## src/rtl/mvm_sched_ctrl_if.sv

```systemverilog
// Handshake and datapath-control bundle between mvm_sched_ctrl (slave) and its environment (master).
// Both streams use the same valid/ready rule: a word moves on a cycle where valid && ready are both high.
interface mvm_sched_ctrl_if #(
  parameter int VEC_W = 2,
  parameter int MAT_W = 4
) ();
  logic             start;
  logic             in_valid;
  logic             in_ready;
  logic             out_valid;
  logic             out_ready;
  logic [MAT_W-1:0] addr_a;
  logic             wr_en_a;
  logic [VEC_W-1:0] addr_x;
  logic             wr_en_x;
  logic [VEC_W-1:0] addr_y;
  logic             wr_en_y;
  logic             mac_en;
  logic             clear_acc;
  logic             busy;
  logic             done;

  modport master (
    output start, in_valid, out_ready,
    input  in_ready, out_valid, addr_a, wr_en_a, addr_x, wr_en_x,
           addr_y, wr_en_y, mac_en, clear_acc, busy, done
  );

  modport slave (
    input  start, in_valid, out_ready,
    output in_ready, out_valid, addr_a, wr_en_a, addr_x, wr_en_x,
           addr_y, wr_en_y, mac_en, clear_acc, busy, done
  );
endinterface

```

## src/rtl/mvm_sched_ctrl.sv

```systemverilog
// Sequencer for the matrix-vector multiply datapath: loads A and x, issues N*N products, drains, streams y.
// Optional MVM_CYCLE_COUNT_EN adds a saturating 32-bit cyc_count of non-IDLE cycles.
module mvm_sched_ctrl #(
  parameter int MAT_SCALE        = 3,
  parameter int VEC_MEM_SIZE_LOG = $clog2(MAT_SCALE),
  parameter int MAT_MEM_SIZE_LOG = $clog2(MAT_SCALE*MAT_SCALE)
) (
  input  logic       clk,
  input  logic       reset,
  mvm_sched_ctrl_if.slave bus,
  output logic [2:0] dbg_state_o
`ifdef MVM_CYCLE_COUNT_EN
  ,
  output logic [31:0] cyc_count
`endif
);
  localparam int VW = VEC_MEM_SIZE_LOG;
  localparam int MW = MAT_MEM_SIZE_LOG;
  localparam logic [MW-1:0] N_A    = MW'(MAT_SCALE);
  localparam logic [MW-1:0] LAST_A = MW'(MAT_SCALE*MAT_SCALE - 1);
  localparam logic [VW-1:0] LAST_V = VW'(MAT_SCALE - 1);

  typedef enum logic [2:0] {
    IDLE    = 3'd0,
    LOAD_A  = 3'd1,
    LOAD_X  = 3'd2,
    COMPUTE = 3'd3,
    DRAIN   = 3'd4,
    OUTPUT  = 3'd5
  } state_e;

  state_e        state_q, state_d;
  logic [MW-1:0] cnt_q, cnt_d;
  logic [VW-1:0] i_q, i_d;
  logic [VW-1:0] j_q, j_d;
  logic [VW-1:0] k_q, k_d;
  logic          drain_q, drain_d;
  logic          done_q, done_d;

  // Issue-stage strobes feeding the two-deep control pipeline.
  logic          issue;
  logic          mac_q, clr_q;
  logic          wy1_q, wy2_q;
  logic [VW-1:0] row1_q, row2_q;

  logic          in_ready, out_valid, wr_en_a, wr_en_x;
  logic [MW-1:0] addr_a;
  logic [VW-1:0] addr_x;

  always_ff @(posedge clk) begin
    if (reset) begin
      state_q <= IDLE;
      cnt_q   <= '0;
      i_q     <= '0;
      j_q     <= '0;
      k_q     <= '0;
      drain_q <= 1'b0;
      done_q  <= 1'b0;
      mac_q   <= 1'b0;
      clr_q   <= 1'b0;
      wy1_q   <= 1'b0;
      wy2_q   <= 1'b0;
      row1_q  <= '0;
      row2_q  <= '0;
    end else begin
      state_q <= state_d;
      cnt_q   <= cnt_d;
      i_q     <= i_d;
      j_q     <= j_d;
      k_q     <= k_d;
      drain_q <= drain_d;
      done_q  <= done_d;
      mac_q   <= issue;
      clr_q   <= issue && (j_q == '0);
      wy1_q   <= issue && (j_q == LAST_V);
      row1_q  <= i_q;
      wy2_q   <= wy1_q;
      row2_q  <= row1_q;
    end
  end

  always_comb begin
    state_d   = state_q;
    cnt_d     = cnt_q;
    i_d       = i_q;
    j_d       = j_q;
    k_d       = k_q;
    drain_d   = drain_q;
    done_d    = 1'b0;
    issue     = 1'b0;
    in_ready  = 1'b0;
    out_valid = 1'b0;
    wr_en_a   = 1'b0;
    wr_en_x   = 1'b0;
    addr_a    = '0;
    addr_x    = '0;
    case (state_q)
      IDLE: begin
        if (bus.start) begin
          state_d = LOAD_A;
          cnt_d   = '0;
          i_d     = '0;
          j_d     = '0;
          k_d     = '0;
        end
      end
      LOAD_A: begin
        in_ready = 1'b1;
        addr_a   = cnt_q;
        wr_en_a  = bus.in_valid;
        if (bus.in_valid) begin
          if (cnt_q == LAST_A) begin
            cnt_d   = '0;
            state_d = LOAD_X;
          end else begin
            cnt_d = cnt_q + 1'b1;
          end
        end
      end
      LOAD_X: begin
        in_ready = 1'b1;
        addr_x   = cnt_q[VW-1:0];
        wr_en_x  = bus.in_valid;
        if (bus.in_valid) begin
          if (cnt_q[VW-1:0] == LAST_V) begin
            cnt_d   = '0;
            state_d = COMPUTE;
          end else begin
            cnt_d = cnt_q + 1'b1;
          end
        end
      end
      COMPUTE: begin
        issue  = 1'b1;
        addr_a = MW'(i_q) * N_A + MW'(j_q);
        addr_x = j_q;
        if (j_q == LAST_V) begin
          j_d = '0;
          if (i_q == LAST_V) begin
            i_d     = '0;
            drain_d = 1'b0;
            state_d = DRAIN;
          end else begin
            i_d = i_q + 1'b1;
          end
        end else begin
          j_d = j_q + 1'b1;
        end
      end
      DRAIN: begin
        if (drain_q) begin
          k_d     = '0;
          state_d = OUTPUT;
        end else begin
          drain_d = 1'b1;
        end
      end
      OUTPUT: begin
        out_valid = 1'b1;
        if (bus.out_ready) begin
          if (k_q == LAST_V) begin
            k_d     = '0;
            done_d  = 1'b1;
            state_d = IDLE;
          end else begin
            k_d = k_q + 1'b1;
          end
        end
      end
      default: state_d = IDLE;
    endcase
  end

  assign bus.in_ready  = in_ready;
  assign bus.out_valid = out_valid;
  assign bus.addr_a    = addr_a;
  assign bus.wr_en_a   = wr_en_a;
  assign bus.addr_x    = addr_x;
  assign bus.wr_en_x   = wr_en_x;
  assign bus.mac_en    = mac_q;
  assign bus.clear_acc = clr_q;
  assign bus.wr_en_y   = wy2_q;
  // y address serves the read-out counter in OUTPUT and the row write-back otherwise.
  assign bus.addr_y    = (state_q == OUTPUT) ? k_q : (wy2_q ? row2_q : '0);
  assign bus.busy      = (state_q != IDLE);
  assign bus.done      = done_q;
  assign dbg_state_o   = state_q;

`ifdef MVM_CYCLE_COUNT_EN
  always_ff @(posedge clk) begin
    if (reset) begin
      cyc_count <= '0;
    end else if (state_q == IDLE) begin
      if (bus.start) cyc_count <= '0;
    end else if (cyc_count != '1) begin
      cyc_count <= cyc_count + 32'd1;
    end
  end
`endif
endmodule

```

## src/flat_wrapper.sv

```systemverilog
// flat-port wrapper written by rule: the top's interface ports become plain ports
module mvm_sched_ctrl_flat 
#(
  parameter int MAT_SCALE        = 3,
  parameter int VEC_MEM_SIZE_LOG = $clog2(MAT_SCALE),
  parameter int MAT_MEM_SIZE_LOG = $clog2(MAT_SCALE*MAT_SCALE)
)
  (clk, reset, dbg_state_o, bus_start, bus_in_valid, bus_out_ready, bus_in_ready, bus_out_valid, bus_addr_a, bus_wr_en_a, bus_addr_x, bus_wr_en_x, bus_addr_y, bus_wr_en_y, bus_mac_en, bus_clear_acc, bus_busy, bus_done);
  mvm_sched_ctrl_if #(.VEC_W(2), .MAT_W(4)) bus_i ();
  input  logic clk;
  input  logic reset;
  output logic [2:0] dbg_state_o;
  input wire logic [$bits(bus_i.start)-1:0] bus_start;
  input wire logic [$bits(bus_i.in_valid)-1:0] bus_in_valid;
  input wire logic [$bits(bus_i.out_ready)-1:0] bus_out_ready;
  output wire logic [$bits(bus_i.in_ready)-1:0] bus_in_ready;
  output wire logic [$bits(bus_i.out_valid)-1:0] bus_out_valid;
  output wire logic [$bits(bus_i.addr_a)-1:0] bus_addr_a;
  output wire logic [$bits(bus_i.wr_en_a)-1:0] bus_wr_en_a;
  output wire logic [$bits(bus_i.addr_x)-1:0] bus_addr_x;
  output wire logic [$bits(bus_i.wr_en_x)-1:0] bus_wr_en_x;
  output wire logic [$bits(bus_i.addr_y)-1:0] bus_addr_y;
  output wire logic [$bits(bus_i.wr_en_y)-1:0] bus_wr_en_y;
  output wire logic [$bits(bus_i.mac_en)-1:0] bus_mac_en;
  output wire logic [$bits(bus_i.clear_acc)-1:0] bus_clear_acc;
  output wire logic [$bits(bus_i.busy)-1:0] bus_busy;
  output wire logic [$bits(bus_i.done)-1:0] bus_done;
  assign bus_i.start = bus_start;
  assign bus_i.in_valid = bus_in_valid;
  assign bus_i.out_ready = bus_out_ready;
  assign bus_in_ready = bus_i.in_ready;
  assign bus_out_valid = bus_i.out_valid;
  assign bus_addr_a = bus_i.addr_a;
  assign bus_wr_en_a = bus_i.wr_en_a;
  assign bus_addr_x = bus_i.addr_x;
  assign bus_wr_en_x = bus_i.wr_en_x;
  assign bus_addr_y = bus_i.addr_y;
  assign bus_wr_en_y = bus_i.wr_en_y;
  assign bus_mac_en = bus_i.mac_en;
  assign bus_clear_acc = bus_i.clear_acc;
  assign bus_busy = bus_i.busy;
  assign bus_done = bus_i.done;
  mvm_sched_ctrl #(.MAT_SCALE(MAT_SCALE), .VEC_MEM_SIZE_LOG(VEC_MEM_SIZE_LOG), .MAT_MEM_SIZE_LOG(MAT_MEM_SIZE_LOG)) u_core (.clk(clk), .reset(reset), .bus(bus_i), .dbg_state_o(dbg_state_o));
endmodule
```

## config.mk

```make
export PLATFORM = sky130hd
export DESIGN_NAME = mvm_sched_ctrl_flat
export DESIGN_NICKNAME = d
export VERILOG_FILES = /design/src/rtl/mvm_sched_ctrl_if.sv /design/src/rtl/mvm_sched_ctrl.sv /design/src/flat_wrapper.sv
export SDC_FILE = /design/constraint.sdc
export NUM_CORES = 1
export LEC_CHECK = 0
export ABC_AREA = 1
export CAP_MARGIN = 20
export CORE_MARGIN = 5
export CORE_UTILIZATION = 40
export CTS_CLUSTER_DIAMETER = 80
export DETAILED_ROUTE_END_ITERATION = 7
export GPL_TIMING_DRIVEN = 0
export PLACE_DENSITY = 0.66
export SLEW_MARGIN = 20
export SYNTH_ARGS = -nofsm -noshare
export SYNTH_HDL_FRONTEND = slang
export SYNTH_SLANG_ARGS = --single-unit
```

## constraint.sdc

```tcl
create_clock -name clk -period 1.93 [get_ports clk]
set_input_delay 0.386 -clock clk [delete_from_list [all_inputs] [get_ports clk]]
set_output_delay 0.386 -clock clk [all_outputs]
set_load 0.005 [all_outputs]
```

==> qor.csv <==
metric,value,unit
cts_tree,yes,
initial_antenna_violation_count,0,
ant_nets,0,
cp_slowest_stage_delay,480,ps
path_class,reg -> out,
die_width,68.7,um
overflow,0,
final-max-slew-violation-count,0,
grt_start_max_net_pins,14,
period_minus_slack,2450,ps
final_nets,253,
floorplan.rows,21,
timing.max_cap.violations,0,
setup_slack,-520,ps
synth.yosys.seq_area_share,33.4,%
peakVddDrop,0.000500,V
wirelength,3170,um
avgSynthCellArea,6.92,um2
syn2layout_area_growth,30.5,%
synth.yosys.warnings,0,
fmaxAchievable,408,MHz
final.hold.worst_slack,413,ps
worst_setup_path_end_kind,output pin,
die_area,0.00472,mm2
cts_made_buffers,3,
grt_use_total,15.8,%
yosys-top-cells-area,"sky130_fd_sc_hd__dfxtp_1 (33%), sky130_fd_sc_hd__nand2_1 (13%), sky130_fd_sc_hd__ha_1 (9.1%), sky130_fd_sc_hd__inv_1 (8.2%), sky130_fd_sc_hd__nor2_1 (7.1%)",
global_route_wire_length_before_repair,5600,um
hold_path_class,reg -> reg,
clkTransAtPathRegs,140,ps
crit_chain,fa_1 -> ha_2 -> fa_1 -> nand2_1 -> o21ai_1 -> buf_2,
critPathMaxFanout,2,
cts.root.buffer_cell,sky130_fd_sc_hd__clkbuf_4,
fp.coreArea,0.00334,mm2
outcome,finished with violations,
timing.clock.skew,3.73,ps
fillerInstances,343,
detail_route.iter0.violations,55,
synthesis.instances,199,
timing.final.hold_violations,0,
clock_tree.buffer_depth,2,
critPathSlowestCell,sky130_fd_sc_hd__fa_1,
wl_per_cell,11.3,um
post_route_cells_drive_above_1_share,21.3,%
worst_slew_pin_slew,460,ps
detail_route.vias_per_cell,4.72,
report.final.setup_viol,3,
synth_largest_type_area_fraction,33.4,%
library_cell_appearing_most_often_on_the_critical_path,sky130_fd_sc_hd__fa_1,
insertion_delay,320,ps
ys_ff_latch,23,
detailedPlacementHpwl,2320,um
cellLeakagePower,0.000866,uW
unrepaired_setup_endpoints_after_global_routing,yes,
final_util,53.9,%
failed_checks,negative setup slack,
num_vias,1327,
cts_sinks,23,
critical_path.startpoint_type,flip-flop,
synth_top_cell_by_area,sky130_fd_sc_hd__dfxtp_1,
place_congestion,0.841,
multi_input_comb_area,827,um2
antenna_cells,0,
start_util,41.3,%
place.port_buffers,23,
cts-htree-levels,1,
first_pass_iters,4,
syn_nets,216,
worstPathArrival,2060,ps
seqCellArea,478,um2
fin_crit_sh,127,%
remaining_drc_errors,0,
mappedNetlistArea,0.00138,mm2
num_io_pins,25,
power-per-cell-area,1170,mW/mm2
critical_path_required,1540,ps
die_height,68.7,um
maxSlewHeadroom,69.3,%
yosys.cell_types.count,24,
grt_pass1_vias,1238,
-- sequential cells by signal (all words and copies together), names as in the netlist --
register and count:
u_core.wy1_q 1, u_core.dbg_state_o 3, u_core.i_q 2, u_core.bus.clear_acc 1, u_core.bus.done 1, u_core.row2_q 2
u_core.cnt_q 4, u_core.k_q 2, u_core.bus.mac_en 1, u_core.drain_q 1, u_core.j_q 2, u_core.row1_q 2
u_core.bus.wr_en_y 1
-- cells in the final DEF, fill, tap and decap left out, drive strengths merged --
master / n
o22ai: 4
dfxtp: 23
nand2: 48
a31oi: 1
dlygate4sd2: 6
nand3: 19
buf: 14
nor3: 2
o21bai: 1
clkbuf: 6
nand4: 2
a21oi: 5
ha: 10
fa: 2
a22o: 1
inv: 34
nor2: 31
clkdlybuf4s50: 11
clkinv: 1
xor2: 1
o21ai: 13
-- synth_stat cells --
library cell                n
sky130_fd_sc_hd__nand2_1   46
sky130_fd_sc_hd__nor3_1     2
sky130_fd_sc_hd__nor2_1    26
sky130_fd_sc_hd__buf_6      1
sky130_fd_sc_hd__o22ai_1    4
sky130_fd_sc_hd__nand4_1    2
sky130_fd_sc_hd__dfxtp_1   23
sky130_fd_sc_hd__clkbuf_1   1
sky130_fd_sc_hd__a22o_2     1
sky130_fd_sc_hd__nand3_2    4
sky130_fd_sc_hd__nor2_4     2
sky130_fd_sc_hd__inv_1     30
sky130_fd_sc_hd__fa_1       2
sky130_fd_sc_hd__ha_1      10
sky130_fd_sc_hd__a21oi_1    5
sky130_fd_sc_hd__xor2_1     1
sky130_fd_sc_hd__o21ai_1    1
sky130_fd_sc_hd__nand3_1   15
sky130_fd_sc_hd__o21ai_0   12
sky130_fd_sc_hd__o21bai_1   1
sky130_fd_sc_hd__inv_2      4
sky130_fd_sc_hd__a31oi_1    1
sky130_fd_sc_hd__nor2_2     3
sky130_fd_sc_hd__nand2_2    2
-- cell families (layout without fill, tap and decap cells) --
| logic type | Yosys count | after routing | synth area share, % |
|---|---|---|---|
| XOR/XNOR | 1 | 1 | 0.636 |
| adder cells (fa/ha/maj) | 12 | 12 | 12.0 |
| AND/OR/NAND/NOR | 102 | 102 | 33.5 |
| buffers and inverters | 36 | 72 | 10.4 |
| AO/OA/AOI/OAI | 25 | 25 | 10.1 |
| flip-flops | 23 | 23 | 33.4 |
-- path summary, 6_finish.rpt --
check,cells past startpoint,slack (ps),to,startpoint
setup / recovery,6,-520,bus_addr_a[2],u_core.i_q[0]
hold / removal,2,410,u_core.row2_q[0],u_core.row1_q[0]
setup reg to reg,11,360,u_core.dbg_state_o[2],u_core.dbg_state_o[1]
hold reg to reg,2,410,u_core.row2_q[0],u_core.row1_q[0]
-- layer usage --
metal / part of all wire, % / global-route usage, % / up-vias / routed length (um)
li1: - / - / 699 / -
met1: 48 / 20.3 / 595 / 1510
met2: 47 / 26.0 / 31 / 1490
met3: 4.8 / 2.92 / 2 / 153
met4: 0.38 / 5.96 / 0 / 12
met5: 0 / 0 / - / 0
-- worst max-delay path, delay by kind of cell (launching register included) --
family,cells,cell delay (ps)
flops,1,370
fa+ha+maj,3,1140
compound gates,1,60
buf+inv,1,120
simple gates,1,50
-- stage by stage --
| step | instance area (um2) | setup TNS [ps] | total power [uW] | std cells | setup WS (ps) |
|---|---|---|---|---|---|
| 2_1_floorplan | 1380 | -18.8 | 1400 | 199 | -18.8 |
| 3_3_place_gp | 1670 | -1460 | 1720 | 268 | -614 |
| 3_5_place_dp | 1670 | -1390 | 1730 | 268 | -602 |
| 4_1_cts | 1800 | -1220 | 2110 | 281 | -554 |
| 5_1_grt | 1800 | -1360 | 2310 | 281 | -612 |
| 6_report | 1800 | -1130 | 2100 | 281 | -520 |
-- repair_timing --
| item | in CTS | in global routing |
|---|---|---|
| hold buffers | 0 | 0 |
| buffers inserted | 9 | 0 |
| resized for setup | 45 | 6 |
| setup endpoints to repair | 13 | 6 |
| pin swaps | 3 | 3 |
| endpoints found under the hold margin | 0 | 0 |
-- power breakdown --
part           internal [uW]  switching [uW]  total (uW)  leakage [uW]
logic                    485             702        1190      0.000657
clock network           77.5             157         235     0.0000177
registers                574             107         681      0.000191
total                   1140             966        2100      0.000866
-- area by class of cell --
class                   count  share of cell area [%]
clock inverters             1                   0.278
clock buffers               3                    1.25
flip-flops and latches     23                    26.6
well taps                  46                    3.20
multi-input cells         140                    46.0
plain buffers               2                   0.835
repair buffers             32                    14.5
inverters                  34                    7.38
No activity file was read; power rests on OpenSTA's default activity.
